--- src/rtl/img2col_seq_ctrl.sv ---
// Layer sequencer for img2col_addr_gen: one start pulse per channel,
// channel sweeps repeated per pass, with per-channel SRAM base address.
module img2col_seq_ctrl #(
    parameter int SRAM_ADDR_W = 16,
    parameter int CH_W        = 8,
    parameter int PASS_W      = 8
) (
    input  logic                   clk_i,
    input  logic                   rst_async_n_i,
    input  logic                   cmd_valid_i,
    output logic                   cmd_ready_o,
    input  logic [SRAM_ADDR_W-1:0] cmd_base_i,
    input  logic [SRAM_ADDR_W-1:0] cmd_stride_i,
    input  logic [CH_W-1:0]        cmd_num_ch_i,
    input  logic [PASS_W-1:0]      cmd_num_pass_i,
    input  logic                   abort_i,
    output logic                   gen_start_o,
    output logic [SRAM_ADDR_W-1:0] gen_base_addr_o,
    input  logic                   gen_valid_i,
    input  logic                   gen_last_i,
    input  logic                   systolic_ready_i,
    output logic                   busy_o,
    output logic                   done_o,
    output logic [CH_W-1:0]        cur_ch_o,
    output logic [PASS_W-1:0]      cur_pass_o
);

    typedef enum logic [2:0] {
        S_IDLE,
        S_LAUNCH,
        S_WAIT,
        S_NEXT,
        S_DONE
    } state_t;

    state_t state_q, state_d;

    logic [SRAM_ADDR_W-1:0] base_q, stride_q, addr_q;
    logic [CH_W-1:0]        nch_q, ch_q;
    logic [PASS_W-1:0]      npass_q, pass_q;

    logic accept, zero_cmd, ch_more, pass_more, chan_end;

    assign accept    = cmd_valid_i & (state_q == S_IDLE);
    assign zero_cmd  = (cmd_num_ch_i == '0) | (cmd_num_pass_i == '0);
    assign ch_more   = ch_q != (nch_q - CH_W'(1));
    assign pass_more = pass_q != (npass_q - PASS_W'(1));
    assign chan_end  = gen_valid_i & gen_last_i & systolic_ready_i;

    always_ff @(posedge clk_i or negedge rst_async_n_i) begin
        if (!rst_async_n_i) begin
            state_q <= S_IDLE;
        end else begin
            state_q <= state_d;
        end
    end

    always_comb begin
        state_d = state_q;
        unique case (state_q)
            S_IDLE: begin
                if (accept) begin
                    state_d = zero_cmd ? S_DONE : S_LAUNCH;
                end
            end
            S_LAUNCH: state_d = S_WAIT;
            S_WAIT: begin
                if (chan_end) begin
                    state_d = S_NEXT;
                end
            end
            S_NEXT: begin
                if (ch_more || pass_more) begin
                    state_d = S_LAUNCH;
                end else begin
                    state_d = S_DONE;
                end
            end
            S_DONE:  state_d = S_IDLE;
            default: state_d = S_IDLE;
        endcase
        // abort wins over every transition out of a busy state
        if (abort_i && (state_q != S_IDLE)) begin
            state_d = S_IDLE;
        end
    end

    always_ff @(posedge clk_i or negedge rst_async_n_i) begin
        if (!rst_async_n_i) begin
            base_q   <= '0;
            stride_q <= '0;
            nch_q    <= '0;
            npass_q  <= '0;
            ch_q     <= '0;
            pass_q   <= '0;
            addr_q   <= '0;
        end else if (accept) begin
            base_q   <= cmd_base_i;
            stride_q <= cmd_stride_i;
            nch_q    <= cmd_num_ch_i;
            npass_q  <= cmd_num_pass_i;
            ch_q     <= '0;
            pass_q   <= '0;
            addr_q   <= cmd_base_i;
        end else if ((state_q == S_NEXT) && !abort_i) begin
            if (ch_more) begin
                ch_q   <= ch_q + CH_W'(1);
                addr_q <= addr_q + stride_q;
            end else if (pass_more) begin
                ch_q   <= '0;
                pass_q <= pass_q + PASS_W'(1);
                addr_q <= base_q;
            end
        end
    end

    assign cmd_ready_o     = (state_q == S_IDLE);
    assign busy_o          = (state_q != S_IDLE);
    assign gen_start_o     = (state_q == S_LAUNCH);
    assign done_o          = (state_q == S_DONE);
    assign gen_base_addr_o = addr_q;
    assign cur_ch_o        = ch_q;
    assign cur_pass_o      = pass_q;

endmodule
--- config.mk ---
export PLATFORM = sky130hd
export DESIGN_NAME = img2col_seq_ctrl
export DESIGN_NICKNAME = d
export VERILOG_FILES = /design/src/rtl/img2col_seq_ctrl.sv
export SDC_FILE = /design/constraint.sdc
export NUM_CORES = 1
export LEC_CHECK = 0
export CORE_UTILIZATION = 40
export DETAILED_ROUTE_END_ITERATION = 8
export PLACE_DENSITY = 0.66
export SLEW_MARGIN = 25
export SYNTH_ARGS = -nofsm -noshare
export SYNTH_HDL_FRONTEND = slang
export SYNTH_SLANG_ARGS = --single-unit
--- constraint.sdc ---
create_clock -name clk_i -period 3.3 [get_ports clk_i]
set_clock_uncertainty 0.1 [all_clocks]
set_input_delay 0.495 -clock clk_i [delete_from_list [all_inputs] [get_ports clk_i]]
set_output_delay 0.495 -clock clk_i [all_outputs]
set_load 0.02 [all_outputs]
Word level (Yosys, flattened, before mapping)
Cells that the tools add are included.
{"block": "totals", "input_bits": 55, "elab_cells": 58, "out_inout_bits": 36, "register_bits": 83}
{"block": "classes", "reduce_logical": 14, "eq_ne": 9, "add_sub_neg": 5, "bitwise_logic": 4, "mux": 18}
{"op": "2-to-1 mux 16 bit", "count": 4}
{"op": "2-to-1 mux 8 bit", "count": 8}
{"op": "adder 16 bit", "count": 1}
{"op": "adder 8 x 1 -> 8 bit (second input constant)", "count": 2}
{"op": "logical NOT 8 bit", "count": 2}
{"op": "inequality test 8 bit", "count": 2}
{"op": "subtractor 8 x 1 -> 8 bit (second input constant)", "count": 2}
{"op": "2-to-1 mux 3 bit", "count": 5}
{"op": "one-hot mux 3 bit (4 select lines)", "count": 1}
{"op": "== test 3 x 2 -> 1 bit (second input constant)", "count": 2}
{"op": "nonzero test 3 bit", "count": 2}
{"op": "AND reduction 2 bit", "count": 2}
{"op": "nonzero test 2 bit", "count": 2}
{"op": "AND 1 bit", "count": 3}
{"op": "== test 3 x 1 -> 1 bit (second input constant)", "count": 1}
{"op": "== test 3 bit (second input constant)", "count": 1}
{"op": "logical NOT 3 bit", "count": 1}
{"op": "inequality test 3 x 1 -> 1 bit (second input constant)", "count": 1}
{"op": "inequality test 3 bit (second input constant)", "count": 1}
{"op": "AND reduction 3 bit", "count": 1}
{"op": "logical AND 1 bit", "count": 2}
{"op": "inequality test 2 bit (second input constant)", "count": 1}
{"op": "logical NOT 1 bit", "count": 1}
{"op": "logical OR 1 bit", "count": 1}
{"op": "OR 1 bit", "count": 1}

Depth between registers and ports, before layout
Gate-level depths: netlist of run 1.
{"block": "depth", "ltp_word": 6, "depth_mapped": 11, "mapped_depth_nobuf": 11}

Worst setup path after synthesis of run 1
OpenSTA, ideal clock, no wires.
{"block": "synth_timing", "path_type": "register -> register", "from": "register ch_q[2], in the netlist cur_ch_o[2]", "to": "register addr_q[2], in the netlist gen_base_addr_o[2]", "path_buffers": 2, "synth_period_minus_slack_ns": 2.648, "t_arrival_ns": 2.430, "required_time_ns": 3.082, "setup_time_ns": 0.118, "stages_incl_launch_ff": 11, "path_slack_ns": 0.652, "path_cell_list": "dfrtp_1 buf_2 nor2b_1 or3_1 a31oi_1 o211ai_4 and2_4 a211oi_2 buf_2 a211oi_1 a21o_1"}
{"block": "synth_via", "elab_chain_len": 4, "word_cells_on_any_way": 6, "classes_between": "1 x eq/ne; 3 x mux; 2 x reduce/logical"}
{"item": "start: declaration", "line_no": "39", "source": "logic [CH_W-1:0] nch_q, ch_q;"}
{"item": "start signal: assignment", "line_no": "107", "source": "ch_q <= ch_q + CH_W'(1);"}
{"item": "inequality test 8 bit *", "line_no": "46", "source": "assign ch_more = ch_q != (nch_q - CH_W'(1));"}
{"item": "2-to-1 mux 16 bit", "line_no": "106", "source": "if (ch_more) begin"}
{"item": "2-to-1 mux 16 bit", "line_no": "105", "source": "end else if ((state_q == S_NEXT) && !abort_i) begin"}
{"item": "2-to-1 mux 16 bit", "line_no": "97", "source": "end else if (accept) begin"}
{"item": "end signal: assignment", "line_no": "104", "source": "addr_q <= cmd_base_i;"}
{"item": "end signal: assignment", "line_no": "108", "source": "addr_q <= addr_q + stride_q;"}
{"item": "end signal: assignment", "line_no": "112", "source": "addr_q <= base_q;"}
{"item": "end: declaration", "line_no": "38", "source": "logic [SRAM_ADDR_W-1:0] base_q, stride_q, addr_q;"}
Every way passes the cells marked *; elsewhere a longest branch is shown, timed or not. The select of a mux whose other input is x is not followed.
A chain may end at the register's enable or synchronous reset.

Final worst setup path of run 1
{"block": "layout_timing", "from": "register nch_q[0]", "to": "register pass_q[7], in the netlist cur_pass_o[7]"}
{"block": "layout_via", "elab_chain_len": 4}
{"item": "start: declaration", "line_no": "39"}
{"item": "start signal: assignment", "line_no": "100", "source": "nch_q <= cmd_num_ch_i;"}
{"item": "subtractor 8 x 1 -> 8 bit", "line_no": "46"}
{"item": "inequality test 8 bit", "line_no": "46"}
{"item": "inequality test 2 bit (no source line)"}
{"item": "AND reduction 3 bit (no source line)"}
{"item": "end signal: assignment", "line_no": "111", "source": "pass_q <= pass_q + PASS_W'(1);"}
{"item": "end: declaration", "line_no": "40", "source": "logic [PASS_W-1:0] npass_q, pass_q;"}
No other way between the ends.

==> results by group, run 1 <==
Status
  – Status: finished, final reports clean

Worst setup path
  – FF-to-FF setup slack: 250 ps
  – Startpoint Class: register
  – Slowest stage delay, CP: 540 ps
  – Worst path slowest cell: or4_1
  – Arr. time, crit path: ~3200 ps
  – Critical R2R Capture: cur_pass_o[7]$_DFFE_PN0P_
  – CP cell instances: inv_1, ha_1, nor3b_1, a21oi_1, nor4b_2, o211ai_4, buf_4, a21o_1, or4_1, xor2_1, nor2_1
  – Worst r2r src: nch_q[0]$_DFFE_PN0P_
  – Critical Path RT: ~3400 ps
  – Worst Path Class, Setup: register to register
  – Critical path endpoint category: register
  – CP max FO: 25
  – R2r worst-path depth: 11

Global route
  – Vias in the first global route: 4311
  – Grt ovf: 0
  – Initial antenna violation count: 0
  – Largest net degree at the start of global routing: 62
  – Gr usage total: 0.2124
  – Global-route wire length before repair: ~21000 µm

STA
  – Pin slew with the least headroom to its limit: around 800 ps
  – Tcrit/Tclk final: 0.9254
  – Final min period: 3054 ps
  – Endpoints failing setup: 0
  – Setup TNS: 0 ps
  – RSZ-0062 raised after global routing: false
  – Slew headroom: 0.4661
  – Final slew viol count: 0
  – Hold Violations, Final: 0
  – Achievable Freq: 327.5 MHz

Yosys
  – Post-Syn Area: between 0.004 and 0.005 mm²
  – Yosys warnings: 0
  – Synth Area in Compound Gates: 0.1588
  – Multiplexer share of the synthesized area: 0.01276
  – Synth Area in Adders: 0.05258
  – Syn Area/Cell: between 8 and 9 µm²
  – Ys async rst share: 1.000
  – Syn_nets: 647
  – Gate Count Post-Synth: about 570
  – Ys flop type: dfrtp_1
  – Number of distinct library cells after synthesis: 58
  – Sequential fraction of the synthesis area: 0.4237
  – Largest family of logic cells by synthesized area: simple AND/OR/NAND/NOR gates
  – Number of synthesized register bits: 83
  – Post-Synth Simple-Gate Area: 0.2435
  – Post-synthesis xor/xnor area fraction: 0.07325
  – Number of flops mapped to enable cells by yosys: 0

Clock tree
  – CTS tree: yes
  – Inserted Clock Buffers: 9
  – CTS sink cnt: 83
  – Clock transition at path regs: roughly 70 ps
  – Worst-skew pair later-pin latency: around 350 ps
  – H-Tree Depth: 3
  – Longest Clk Path Bufs: 2
  – Clock Tree Root: clkbuf_16

Final layout
  – Commonest non-fill, non-tap cell in the layout: nand2_1
  – Most frequent cells in the layout: nand2_1 (150), clkdlybuf4s50_1 (89), dfrtp_1 (83)
  – N_diodes: 0
  – Final core occ: 0.5247
  – Layout Nets: between 700 and 800
  – Area delta synth->final: 28.02%
  – Proportion of layout cells with a drive suffix above 1: 0.06297

Drt
  – WL final: 13000 µm
  – Vias per cell: between 5 and 6
  – Drt drc: 0
  – Routed WL per cell: between 15 and 20 µm
  – DR vias: approximately 4500
  – Antenna Nets Post-Route: 0
  – Starting DRT DRC Count: between 200 and 300
  – Drt first pass iters: 5

Floorplanning
  – Starting Density: 0.4098
  – Row cnt: 40
  – IO Count: between 90 and 100
  – Die footprint: 0.01270 mm²
  – Die Height: 112.7 µm
  – Core Area: around 0.012 mm²
  – Die extent in x: roughly 110 µm

Power and ir drop
  – Pwr Density: approximately 930 mW/mm²
  – Leak: between 2 and 3 nW
  – Worst vdd rail ir drop: 0.4085 mV

Placed design
  – I/O Buffers: 90
  – Post-DP HPWL: approximately 9200 µm
  – Final GP Congestion: 0.8572

Hold path
  – Hold Path Class: input pin to asynchronous set/reset pin

Run
  – Max Cap Viol: 0
## worst max-delay path: cells and delay by family (launching register included)
kind | cells | cell delay (ps)
simple gates | 4 | 1270
buf+inv | 2 | 330
compound gates | 3 | 500
flops | 1 | 410
fa+ha+maj | 1 | 170
xor+xnor | 1 | 140
## cell families (layout without fill, tap and decap cells)
kind of cell	count (synthesis)	count (layout)
adder cells (fa/ha/maj)	20	20
XOR/XNOR	41	41
buffers and inverters	43	138
AND/OR/NAND/NOR	263	263
AO/OA/AOI/OAI	116	116
flip-flops	83	83
multiplexers	6	6
## state kept, by name, summed over array words and instances, names as in the netlist
register / count
cur_ch_o: 8
stride_q: 16
nch_q: 8
base_q: 16
cur_pass_o: 8
gen_base_addr_o: 16
state_q: 3
npass_q: 8
## layout make-up
cell class                 instances  area, µm²
fill                            1129       5685
multi-input combinational        446       2663
sequential                        83       2077
timing repair buffer             103      996.0
clock buffer                      10      239.0
tap                              147      183.9
inverter                          19      71.32
clock inverter                     6      46.29
## synthesized netlist by cell type (12+ instances only)
cell	count	share of area
nand2_1	151	0.12
dfrtp_1	83	0.42
nor2_1	33	0.025
o21ai_0	30	0.031
a21oi_1	22	0.022
xnor2_1	21	0.038
xor2_1	20	0.036
clkbuf_1	19	0.015
ha_1	19	0.048
inv_1	19	0.015
nor3_1	18	0.018
a21o_1	12	0.018
nand3_1	12	0.012
## power by group
part | internal, mW | total (mW) | switching (mW) | leakage (nW)
logic | 1.36 | 3.04 | 1.69 | 1.71
registers | 1.42 | 1.80 | 0.382 | 1.05
clock network | 0.537 | 0.989 | 0.452 | 0.136
total | 3.31 | 5.83 | 2.52 | 2.90
## metal layers
| layer | global-route usage | vias to the layer above | wire [µm] |
|---|---|---|---|
| li1 | - | 2161 | - |
| met1 | 0.2628 | 2185 | 5750 |
| met4 | 0.06667 | 0 | 147 |
| met3 | 0.05356 | 13 | 655 |
| met5 | 0 | - | 0 |
| met2 | 0.3642 | 114 | 6449 |
## how the worst max path moves through the flow
stage	startpoint	to	slack, ps
2_1_floorplan	cur_ch_o[2]$_DFFE_PN0P_	gen_base_addr_o[2]$_DFFE_PN0P_	650
3_3_place_gp	nch_q[0]$_DFFE_PN0P_	gen_base_addr_o[15]$_DFFE_PN0P_	380
3_5_place_dp	nch_q[0]$_DFFE_PN0P_	cur_pass_o[7]$_DFFE_PN0P_	260
4_1_cts	nch_q[0]$_DFFE_PN0P_	gen_base_addr_o[15]$_DFFE_PN0P_	240
5_1_grt	nch_q[0]$_DFFE_PN0P_	cur_pass_o[7]$_DFFE_PN0P_	20
6_report	nch_q[0]$_DFFE_PN0P_	cur_pass_o[7]$_DFFE_PN0P_	250
## stage by stage
step                power [mW]  worst slack, ps  area, µm²  hold WS, ps  std cells
CTS                      5.850            238.8       6269        164.3        814
detailed placement       4.815            263.0       5983        346.0        798
floorplan                3.896            651.7       4902        99.41        572
global placement         4.720            375.5       5983        341.4        798
global route             6.291            17.27       6276        175.9        814
finish                   5.833            246.2       6276        118.4        814
## timing repair
action / 4_1_cts / 5_1_grt
hold buffers: 0 / 0
setup endpoints to repair: 0 / 2
gates resized for setup: 0 / 1
buffers inserted: 0 / 0
Power figures use the tool's default switching activity.
==> inputs of run 2 (changes only) <==
--- a/config.mk
+++ b/config.mk
@@ -6,8 +6,10 @@
 export NUM_CORES = 1
 export LEC_CHECK = 0
 export CORE_UTILIZATION = 40
+export CTS_CLUSTER_SIZE = 24
 export DETAILED_ROUTE_END_ITERATION = 8
 export PLACE_DENSITY = 0.66
+export SKIP_CTS_REPAIR_TIMING = 1
 export SLEW_MARGIN = 25
 export SYNTH_ARGS = -nofsm -noshare
 export SYNTH_HDL_FRONTEND = slang
==> constraint.sdc (replaced) <==
create_clock -name clk_i -period 3.3 [get_ports clk_i]
set_clock_uncertainty 0.1 [all_clocks]
set_input_delay 0.495 -clock clk_i [delete_from_list [all_inputs] [get_ports clk_i]]
set_output_delay 0.495 -clock clk_i [all_outputs]
set_load 0.1 [all_outputs]
==> results by group, run 2 (same netlist as run 1, synthesis figures left out) <==
Final layout
  – Post-Layout Cell Count: about 800
  – Reg area: 0.002077 mm²
  – Area of the multi-input gates: ~0.0027 mm²
  – Area delta synth->final: 27.00%
  – Proportion of layout cells with a drive suffix above 1: 0.1141
  – Filler Cell Count: approximately 1100
  – Most frequent cells in the layout: nand2_1 (150), dfrtp_1 (83), clkdlybuf4s50_1 (53)
  – N_diodes: 0
  – Final core occ: 0.5205
  – Commonest non-fill, non-tap cell in the layout: nand2_1
  – Layout Nets: between 700 and 800

Power and ir drop
  – Internal power: roughly 3.4 mW
  – Leak: a little under 3 nW
  – Clk pwr share: 0.156
  – Logic gate share of total power: 0.570
  – Pwr Density: 1058 mW/mm²
  – Worst vdd rail ir drop: between 0.7 and 0.8 mV
  – Switch share: 0.4898
  – Share of power burned in registers: 0.274
  – Sw power: 3.226 mW

Worst setup path
  – Worst path slowest cell: a211oi_2
  – CP cell instances: inv_1, ha_1, nor3b_1, a21oi_1, nor4b_2, o211ai_4, and2_4, a211oi_2, buf_12, a211oi_1, a21o_1
  – CP top delay family: compound AO/OA/AOI/OAI gates
  – Startpoint Class: register
  – CP max FO: 17
  – Worst Path Class, Setup: register to register
  – Slowest stage delay, CP: around 540 ps
  – FF-to-FF setup slack: roughly 340 ps
  – Critical Path RT: 3440 ps
  – Arr. time, crit path: 3100 ps
  – Buf+Inv Stages, Crit Path: 2
  – Critical path endpoint category: register

Placed design
  – I/O Buffers: 90
  – Final GP Congestion: 0.8605
  – Post-DP HPWL: approximately 9200 µm
  – Number of cells after detailed placement: around 800

Global route
  – Initial antenna violation count: 0
  – Gr usage total: 0.2112
  – Grt ovf: 0
  – Vias in the first global route: ~4200
  – Global-route wire length before repair: approximately 21000 µm
  – Largest net degree at the start of global routing: between 50 and 60

Clock tree
  – H-Tree Depth: 3
  – CTS tree: yes
  – Longest Clk Path Bufs: 2
  – Inserted Clock Buffers: 9
  – Worst-skew pair later-pin latency: about 340 ps
  – Clock Tree Root: clkbuf_16
  – Clock transition at path regs: 60 ps
  – CTS sink cnt: a little over 80

Drt
  – Drt first pass iters: 8
  – Drt drc: 0
  – Starting DRT DRC Count: approximately 240
  – DR vias: around 4300
  – Routed WL per cell: around 16 µm
  – WL final: between 10000 and 15000 µm
  – Vias per cell: 5.349
  – Antenna Nets Post-Route: 0

STA
  – Slew headroom: 0.5457
  – Setup TNS: 0 ps
  – Achievable Freq: approximately 340 MHz
  – RSZ-0062 raised after global routing: false
  – Hold slack: -14.18 ps
  – Hold Violations, Final: 14
  – Tcrit/Tclk final: 0.8969
  – Endpoints failing setup: 0
  – Final min period: just under 3000 ps
  – Pin slew with the least headroom to its limit: just under 700 ps
  – Final slew viol count: 0

Floorplanning
  – Row cnt: 40
  – Starting Density: 0.4098
  – IO Count: approximately 90
  – Die Height: between 100 and 150 µm
  – Core Area: around 0.012 mm²
  – Die extent in x: approximately 110 µm
  – Die footprint: between 0.01 and 0.015 mm²

Run
  – Max Cap Viol: 0

Status
  – Failing checks: hold timing
  – Status: finished with violations

Hold path
  – Hold Path Class: input pin to asynchronous set/reset pin
[run 2: cell count changes in the layout (fill, tap and decap cells not counted), sizes merged]
| cell | change |
|---|---|
| clkinvlp | -2 |
| clkbuf | +3 |
| bufinv | +1 |
| clkdlybuf4s50 | -36 |
| inv | -3 |
| buf | +36 |
[run 2: layout make-up]
class / instances / share of cell area
clock buffer: 13 / 0.04180
multi-input combinational: 446 / 0.4273
inverter: 19 / 0.01145
timing repair buffer: 103 / 0.1507
sequential: 83 / 0.3336
clock inverter: 2 / 0.005627
tap: 147 / 0.02954
[run 2: worst paths after layout]
kind / from / end / depth (start not counted)
setup / recovery: nch_q[0]$_DFFE_PN0P_ / gen_base_addr_o[8]$_DFFE_PN0P_ / 11
hold reg to reg: base_q[5]$_DFFE_PN0P_ / base_q[5]$_DFFE_PN0P_ / 2
min in group clk_i: base_q[5]$_DFFE_PN0P_ / base_q[5]$_DFFE_PN0P_ / 2
hold / removal: rst_async_n_i / npass_q[4]$_DFFE_PN0P_ / 1
setup reg to reg: nch_q[0]$_DFFE_PN0P_ / gen_base_addr_o[8]$_DFFE_PN0P_ / 11
max in group asynchronous: rst_async_n_i / gen_base_addr_o[8]$_DFFE_PN0P_ / 2
[run 2: power groups by stage]
| stage | registers (mW) | clock network, mW | logic (mW) |
|---|---|---|---|
| after global placement | 1.80 | 0 | 3.65 |
| after global routing | 1.86 | 1.09 | 4.11 |
| final | 1.80 | 1.03 | 3.76 |
| after CTS | 1.80 | 1.05 | 3.77 |
| after floorplan | 2.43 | 0 | 2.22 |
| after detailed placement | 1.81 | 0 | 3.75 |
[run 2: per-stage QoR]
step	worst slack, ps	cell area (µm²)	power (mW)
2_1_floorplan	11.95	4907	4.650
5_1_grt	121.1	6226	7.058
6_report	340.2	6226	6.586
3_3_place_gp	444.9	5903	5.459
4_1_cts	337.3	6226	6.625
3_5_place_dp	347.7	5931	5.560
[run 2: routing by layer]
| metal | track usage | part of all wire | vias up |
|---|---|---|---|
| li1 | - | - | 2168 |
| met1 | 0.2773 | 0.46 | 2061 |
| met2 | 0.3490 | 0.48 | 106 |
| met3 | 0.05035 | 0.054 | 14 |
| met4 | 0.05867 | 0.012 | 0 |
| met5 | 0 | 0 | - |
